[src/rtl/hit_judge.sv]
// rtl/hit_judge.sv - judges each light window as hit or miss, counts wrong presses, tracks lives
module hit_judge #(
  parameter int LIVES = 3
) (
  input  logic       CLOCK_50,
  input  logic       reset,
  input  logic       start,
  input  logic       enable,
  input  logic       use_lives,
  input  logic       light_new,
  input  logic [3:0] light_pos,
  input  logic       light_off,
  input  logic       key_valid,
  input  logic [3:0] key,
  output logic [5:0] score,
  output logic [5:0] misses,
  output logic [5:0] wrong,
  output logic [1:0] lives_left,
  output logic       hit_pulse,
  output logic       miss_pulse,
  output logic       out_of_lives
);

  typedef enum logic [1:0] {IDLE, ARMED, JUDGED, DONE} state_t;

  localparam logic [1:0] LIVES_INIT = 2'(LIVES);

  state_t     state_q, state_d;
  logic [3:0] target_q, target_d;
  logic [5:0] score_q, score_d;
  logic [5:0] misses_q, misses_d;
  logic [5:0] wrong_q, wrong_d;
  logic [1:0] lives_q, lives_d;
  logic       hit_q, hit_d;
  logic       miss_q, miss_d;
  logic       ool_q, ool_d;
  logic       key_hit;

  function automatic logic [5:0] sat_inc(input logic [5:0] v);
    return (v == 6'd63) ? v : v + 6'd1;
  endfunction

  assign key_hit = key_valid && (key == target_q);

  always_comb begin
    state_d  = state_q;
    target_d = target_q;
    score_d  = score_q;
    misses_d = misses_q;
    wrong_d  = wrong_q;
    lives_d  = lives_q;
    hit_d    = 1'b0;
    miss_d   = 1'b0;
    if (start) begin
      state_d  = IDLE;
      target_d = 4'd0;
      score_d  = 6'd0;
      misses_d = 6'd0;
      wrong_d  = 6'd0;
      lives_d  = LIVES_INIT;
    end else if (enable) begin
      case (state_q)
        IDLE: begin
          if (key_valid) wrong_d = sat_inc(wrong_q);
          if (light_new) begin
            state_d  = ARMED;
            target_d = light_pos;
          end
        end
        ARMED: begin
          if (key_hit) begin
            score_d = sat_inc(score_q);
            hit_d   = 1'b1;
          end else if (key_valid) begin
            wrong_d = sat_inc(wrong_q);
          end
          if (light_new) begin
            target_d = light_pos;
          end else if (light_off) begin
            state_d = IDLE;
          end else if (key_hit) begin
            state_d = JUDGED;
          end
          // A window closing unhit is a miss; running out of lives overrides the next state.
          if (!key_hit && (light_new || light_off)) begin
            misses_d = sat_inc(misses_q);
            miss_d   = 1'b1;
            if (use_lives && lives_q != 2'd0) begin
              lives_d = lives_q - 2'd1;
              if (lives_q == 2'd1) state_d = DONE;
            end
          end
        end
        JUDGED: begin
          if (light_new) begin
            state_d  = ARMED;
            target_d = light_pos;
          end else if (light_off) begin
            state_d = IDLE;
          end
        end
        default: ;
      endcase
    end
    ool_d = (state_d == DONE);
  end

  always_ff @(posedge CLOCK_50 or negedge reset) begin
    if (!reset) begin
      state_q  <= IDLE;
      target_q <= 4'd0;
      score_q  <= 6'd0;
      misses_q <= 6'd0;
      wrong_q  <= 6'd0;
      lives_q  <= LIVES_INIT;
      hit_q    <= 1'b0;
      miss_q   <= 1'b0;
      ool_q    <= 1'b0;
    end else begin
      state_q  <= state_d;
      target_q <= target_d;
      score_q  <= score_d;
      misses_q <= misses_d;
      wrong_q  <= wrong_d;
      lives_q  <= lives_d;
      hit_q    <= hit_d;
      miss_q   <= miss_d;
      ool_q    <= ool_d;
    end
  end

  assign score        = score_q;
  assign misses       = misses_q;
  assign wrong        = wrong_q;
  assign lives_left   = lives_q;
  assign hit_pulse    = hit_q;
  assign miss_pulse   = miss_q;
  assign out_of_lives = ool_q;

endmodule

[config.mk]
export PLATFORM = sky130hd
export DESIGN_NAME = hit_judge
export DESIGN_NICKNAME = d
export VERILOG_FILES = /design/src/rtl/hit_judge.sv
export SDC_FILE = /design/constraint.sdc
export NUM_CORES = 1
export LEC_CHECK = 0
export BUFFER_PORTS_ARGS = -buffer_cell sky130_fd_sc_hd__buf_2
export CAP_MARGIN = 20
export CORE_ASPECT_RATIO = 2
export CORE_MARGIN = 2
export CORE_UTILIZATION = 52
export CTS_BUF_LIST = sky130_fd_sc_hd__clkbuf_16
export CTS_CLUSTER_SIZE = 16
export DETAILED_ROUTE_END_ITERATION = 7
export PLACE_DENSITY = 0.76
export SKIP_LAST_GASP = 1
export SLEW_MARGIN = 10
export SYNTH_ARGS = -nofsm -noshare
export SYNTH_HDL_FRONTEND = slang
export SYNTH_SLANG_ARGS = --single-unit
[constraint.sdc]
create_clock -name CLOCK_50 -period 2.01 [get_ports CLOCK_50]
set_input_delay 0.1005 -clock CLOCK_50 [delete_from_list [all_inputs] [get_ports CLOCK_50]]
set_output_delay 0.1005 -clock CLOCK_50 [all_outputs]
set_load 0.01 [all_outputs]
; Word-level counts from Yosys, hierarchy flattened
; Cells that the tools add are included.
[op_classes]
n_reduce_logical = 21
eq_ne = 11
mux = 45
n_addsub = 4
[ops]
columns = operator, n
row1 = 6-bit 2-to-1 mux, 15
row2 = 2-bit 2-to-1 mux, 16
row3 = "6-bit by 1-bit adder with 6-bit output, second input constant", 3
row4 = "6-bit equality test, second input constant", 3
row5 = 4-bit 2-to-1 mux, 4
row6 = 2-bit nonzero test, 8
row7 = 6-bit case mux with 2 select lines, 1
row8 = 4-bit AND reduction, 3
row9 = 1-bit 2-to-1 mux, 8
row10 = 2-bit case mux with 3 select lines, 1
row11 = 3-bit AND reduction, 2
row12 = "2-bit by 1-bit equality test with 1-bit output, second input constant", 2
row13 = "2-bit equality test, second input constant", 2
row14 = 4-bit equality test, 1
row15 = "2-bit != test, second input constant", 2
row16 = 1-bit logical AND, 3
row17 = "3-bit != test, second input constant", 1
row18 = 3-bit nonzero test, 1
row19 = 3-bit OR reduction, 1
row20 = 2-bit logical NOT, 1
row21 = "2-bit by 1-bit subtractor with 2-bit output, second input constant", 1
row22 = 1-bit logical NOT, 1
row23 = 1-bit logical OR, 1
[totals]
inputBits = 16
register_bits = 29
output_inout_bits = 23
word_cells = 90

; Logic depth before layout (Yosys ltp)
[logic_depth]
word_depth = 12
depth_mapped = 6
depth_no_buf = 6

; Least setup slack after synthesis
; OpenSTA, ideal clock, no wires.
[synth_timing]
kind = register -> register
startpoint = register target_q[1]
endpoint = register wrong_q[2], in the netlist wrong[2]
n_path_buf = 2
period_less_slack_ns = 1.654
arrival_time_ns = 1.529
setup_time_ns = 0.125
setup_slack_ns = 0.356
required_time_ns = 1.885
path_stages_with_launch = 7
cell_sequence = dfrtp_1 > nand2b_1 > and3_1 > buf_2 > buf_6 > a211oi_1 > mux2_2
[synth_between]
elab_chain_len = 4
[synth_lines]
columns = item, line_no
row1 = start: declaration, 29  ; logic [3:0] target_q, target_d;
row2 = start signal: assignment, 121  ; target_q <= target_d;
row3 = 4-bit equality test, 43  ; assign key_hit = key_valid && (key == target_q);
row4 = 1-bit logical AND, 43
row5 = 3-bit != test (no source line), -
row6 = 3-bit AND reduction (no source line), -
row7 = end signal: assignment, 124  ; wrong_q <= wrong_d;
row8 = end: declaration, 32  ; logic [5:0] wrong_q, wrong_d;
; No other way between the ends.
; A chain may end at the register's enable or synchronous reset.

; Worst setup path after layout
[layout_timing]
startpoint = register lives_q[0], in the netlist lives_left[0]
endpoint = register ool_q, in the netlist out_of_lives
[layout_between]
elab_chain_len = 8
word_cells_on_any_way = 10
classes_between = eq/ne (2) / mux (6) / reduce/logical (2)
[layout_lines]
columns = item, line_no
row1 = start: declaration, 33  ; logic [1:0] lives_q, lives_d;
row2 = start signal: assignment, 125  ; lives_q <= lives_d;
row3 = 2-bit by 1-bit equality test with 1-bit output or 2-bit nonzero test (tied branches), "90, 88"
row4 = 2-bit 2-to-1 mux or 1-bit logical AND (tied branches), "90, 88"
row5 = 2-bit 2-to-1 mux (*), 88  ; if (use_lives && lives_q != 2'd0) begin
row6 = 2-bit 2-to-1 mux (*), 85  ; if (!key_hit && (light_new || light_off)) begin
row7 = 2-bit case mux with 3 select lines (*), 62  ; case (state_q)
row8 = 2-bit 2-to-1 mux (*), 61  ; end else if (enable) begin
row9 = 2-bit 2-to-1 mux (*), 54  ; if (start) begin
row10 = 2-bit equality test (*), 105  ; ool_d = (state_d == DONE);
row11 = net ool_d, 36  ; logic ool_q, ool_d;
row12 = end signal: assignment, 128  ; ool_q <= ool_d;
row13 = end: declaration, 36
; The timed path passes the listed nets; every way through them passes the cells marked *.

==> summary.md <==
| Metric | Value |
|---|---|
| Cell type with the largest total area after synthesis | `dfrtp_1` |
| CTS max path bufs | `2` |
| Vias | `1545` |
| Fillcell total | `291` |
| Cell Area, Synth | `1840 sq um` |
| Placed Cells | `250` |
| Clock skew after layout | `3.03 ps` |
| Commonest non-fill, non-tap cell in the layout | `buf_2` |
| GRT Overall Usage | `22.7%` |
| CTS root buffer | `clkbuf_16` |
| Most frequent cells in the layout | `38 x buf_2, 27 x dfrtp_1, 22 x nor2_1` |
| Gpl congestion | `0.828` |
| Setup Buffers After CTS | `0` |
| Reg2reg path depth | `6` |
| Final cell count without fillers | `259` |
| Ant diodes | `0` |
| Status | `finished clean` |
| Wire per inst | `15.5 um` |
| Area contributors post-synth | `dfrtp_1 37%, mux2_2 6.7%, nor2b_1 5.1%` |
| Layout cell share with drive strength beyond 1 | `28.2%` |
| Clock sink total | `29` |
| Setup crit start | `lives_left[0]$_DFFE_PN1P_` |
| CP peak stage delay | `550 ps` |
| Maximum clock frequency | `0.523 GHz` |
| Fin crit period | `1910 ps` |
| Total gr overflow | `0` |
| Core Footprint | `3380 sq um` |
| Die Height | `88.1 um` |
| Drt first-iter violations | `42` |
| Initial Util | `54.4%` |
| Final Max Slew Viols | `0` |
| Max Cap Violations | `0` |
| Post-synth top area share | `36.8%` |
| Area grow syn2layout | `18.5%` |
| Hold WC Path Type | `primary input to register` |
| LEAKAGE | `0.00102 uW` |
| RSZ-0062 raised after global routing | `true` |
| Port Buffer Count | `38` |
| Post-layout util | `64.4%` |
| DRT Pass-1 Iters | `4` |
| H-tree depth | `2` |
| Via density | `5.97` |
| Worst Path Required | `2170 ps` |
| R2r endpoint | `out_of_lives$_DFF_PN0_` |
| Reg-to-reg slack, setup | `100 ps` |
| Num CTS Buffers | `5` |
| Seq/Total Area, Yosys | `39.6%` |
| Clock tree from TritonCTS | `yes` |
| Syn_area_per_cell | `9.82 sq um` |
| Yosys reg bits | `29` |
| Crit path kind | `register to register` |
| Initial antenna violation count | `0` |
| Nets | `247` |
| Yosys warns | `0` |
| Slew margin rel. | `50.3%` |
| Peak VDD IR | `0.000580 V` |
| Largest net degree at the start of global routing | `45` |
| Cell Chain, Critical Path | `inv_1 > ha_1 > nand3b_1 > a311oi_1 > o21ai_1 > a211oi_1` |
| Hold Vio Cnt, Final | `0` |
| CP max-delay cell | `dfstp_2` |
| Routed wire length | `4.02 mm` |
| Pwr dens | `666 nW/um^2` |
| Die Wd | `46.0 um` |
| Final Setup Violations | `0` |
| CP Capture Point | `out_of_lives$_DFF_PN0_` |
| Drt drc | `0` |
| Cell variety after synth | `45` |
| Clk pin slew, worst setup/hold paths | `50 ps` |
| R2R Path Start | `lives_left[0]$_DFFE_PN1P_` |
| Post-synthesis cell count | `187` |
| First-pass GRT wire length | `6.70 mm` |
| Clk_lat worst skew | `280 ps` |
| Io pins | `39` |
| Startpoint Class | `register` |
| Hpwl dp | `2.88 mm` |
| Final period utilization | `95.2%` |
| Cell Rows | `30` |
| Die ar. | `4050 sq um` |
| Post-DRT Antenna Nets | `0` |
| Crit-path max FO | `4` |
| Worst EP arrival | `2070 ps` |
| Syn nets | `208` |
| Setup crit end kind | `register` |
| Worst-margin pin slew | `746 ps` |
| Vias in the first global route | `1547` |
flip-flops by register name, summed over array words and instances, names as in the netlist:
name / count
out_of_lives: 1
miss_pulse: 1
wrong: 6
state_q: 2
target_q: 4
lives_left: 2
hit_pulse: 1
misses: 6
score: 6
timing repair:
action / 4_1_cts / 5_1_grt
endpoints found under the hold margin: 27 / 0
gates resized for setup: 0 / 2
hold buffers: 1 / 0
endpoints found under the setup margin: 0 / 4
logic make-up after synthesis:
| group | count (synthesis) | share of synthesized area [%] |
|---|---|---|
| AND/OR/NAND/NOR | 78 | 23.8 |
| AO/OA/AOI/OAI | 35 | 15.7 |
| flip-flops | 29 | 39.6 |
| multiplexers | 20 | 11.7 |
| buffers and inverters | 17 | 4.36 |
| adder cells (fa/ha/maj) | 5 | 3.41 |
| XOR/XNOR | 3 | 1.43 |
cells in the mapped netlist (all sizes together):
cell / count
and2: 1
o211ai: 1
mux2: 12
o21ai: 6
nor4bb: 1
or4bb: 1
a211oi: 10
o31ai: 2
and3: 3
and3b: 2
a21oi: 6
xnor2: 3
mux2i: 8
nor4: 3
a2111oi: 2
buf: 4
dfrtp: 27
a32oi: 1
nor2: 22
nand2: 6
a31oi: 1
dfstp: 2
nand3b: 2
a41oi: 1
nand3: 8
nor3: 1
ha: 5
clkbuf: 4
o2111ai: 1
nand4: 1
or4: 2
and4: 3
inv: 9
nand4b: 1
a22oi: 1
nor2b: 15
nand2b: 6
a311oi: 3
power by group:
part	internal, uW	switching (uW)	leakage, uW	total (uW)
clock	446	255	0.0000687	701
sequential	595	9.35	0.000395	605
combinational	52.3	92.7	0.000554	145
total	1090	357	0.00102	1450
per-layer routing:
| layer | GRT usage, % | wire length, um | share of wire, % |
|---|---|---|---|
| met1 | 23.8 | 1530 | 38 |
| met2 | 40.2 | 2210 | 55 |
| met3 | 4.54 | 168 | 4.2 |
| met4 | 11.7 | 112 | 2.8 |
| met5 | 0 | 0 | 0 |
worst max-delay path, delay by kind of cell (launching register included):
family | cells | cell delay, ps
AO/OA/AOI/OAI | 3 | 730
adder cells (fa/ha/maj) | 1 | 230
buffers and inverters | 1 | 60
flip-flops | 1 | 550
AND/OR/NAND/NOR | 1 | 230
worst min-delay path by stage:
stage,startpoint,to,cells after the start
floorplan,reset,hit_pulse$_DFF_PN0_,0
global placement,reset,hit_pulse$_DFF_PN0_,1
detailed placement,reset,wrong[5]$_DFFE_PN0P_,1
CTS,light_pos[2],target_q[2]$_DFFE_PN0P_,3
global route,light_pos[3],target_q[3]$_DFFE_PN0P_,3
finish,light_pos[2],target_q[2]$_DFFE_PN0P_,3
through the flow:
step	TNS (ps)	hold slack [ps]	setup WS (ps)	total power (uW)	cell area (sq um)
floorplan	0	-195	356	708	1840
detailed placement	0	166	126	757	2030
finish	0	69.8	96.9	1450	2180
global placement	0	167	109	755	2030
CTS	0	71.0	59.6	1460	2180
global route	-76.5	89.3	-76.5	1510	2180
area by class of cell:
| class | instances | area (sq um) | area share, % |
|---|---|---|---|
| Multi-Input combinational cell | 141 | 1030 | 47.3 |
| Clock inverter | 3 | 12.5 | 0.575 |
| Sequential cell | 29 | 728 | 33.4 |
| Clock buffer | 5 | 125 | 5.75 |
| Timing Repair Buffer | 40 | 208 | 9.54 |
| Inverter | 9 | 33.8 | 1.55 |
| Tap cell | 32 | 40.0 | 1.84 |
Note: power is estimated with default switching activity, not from simulation.
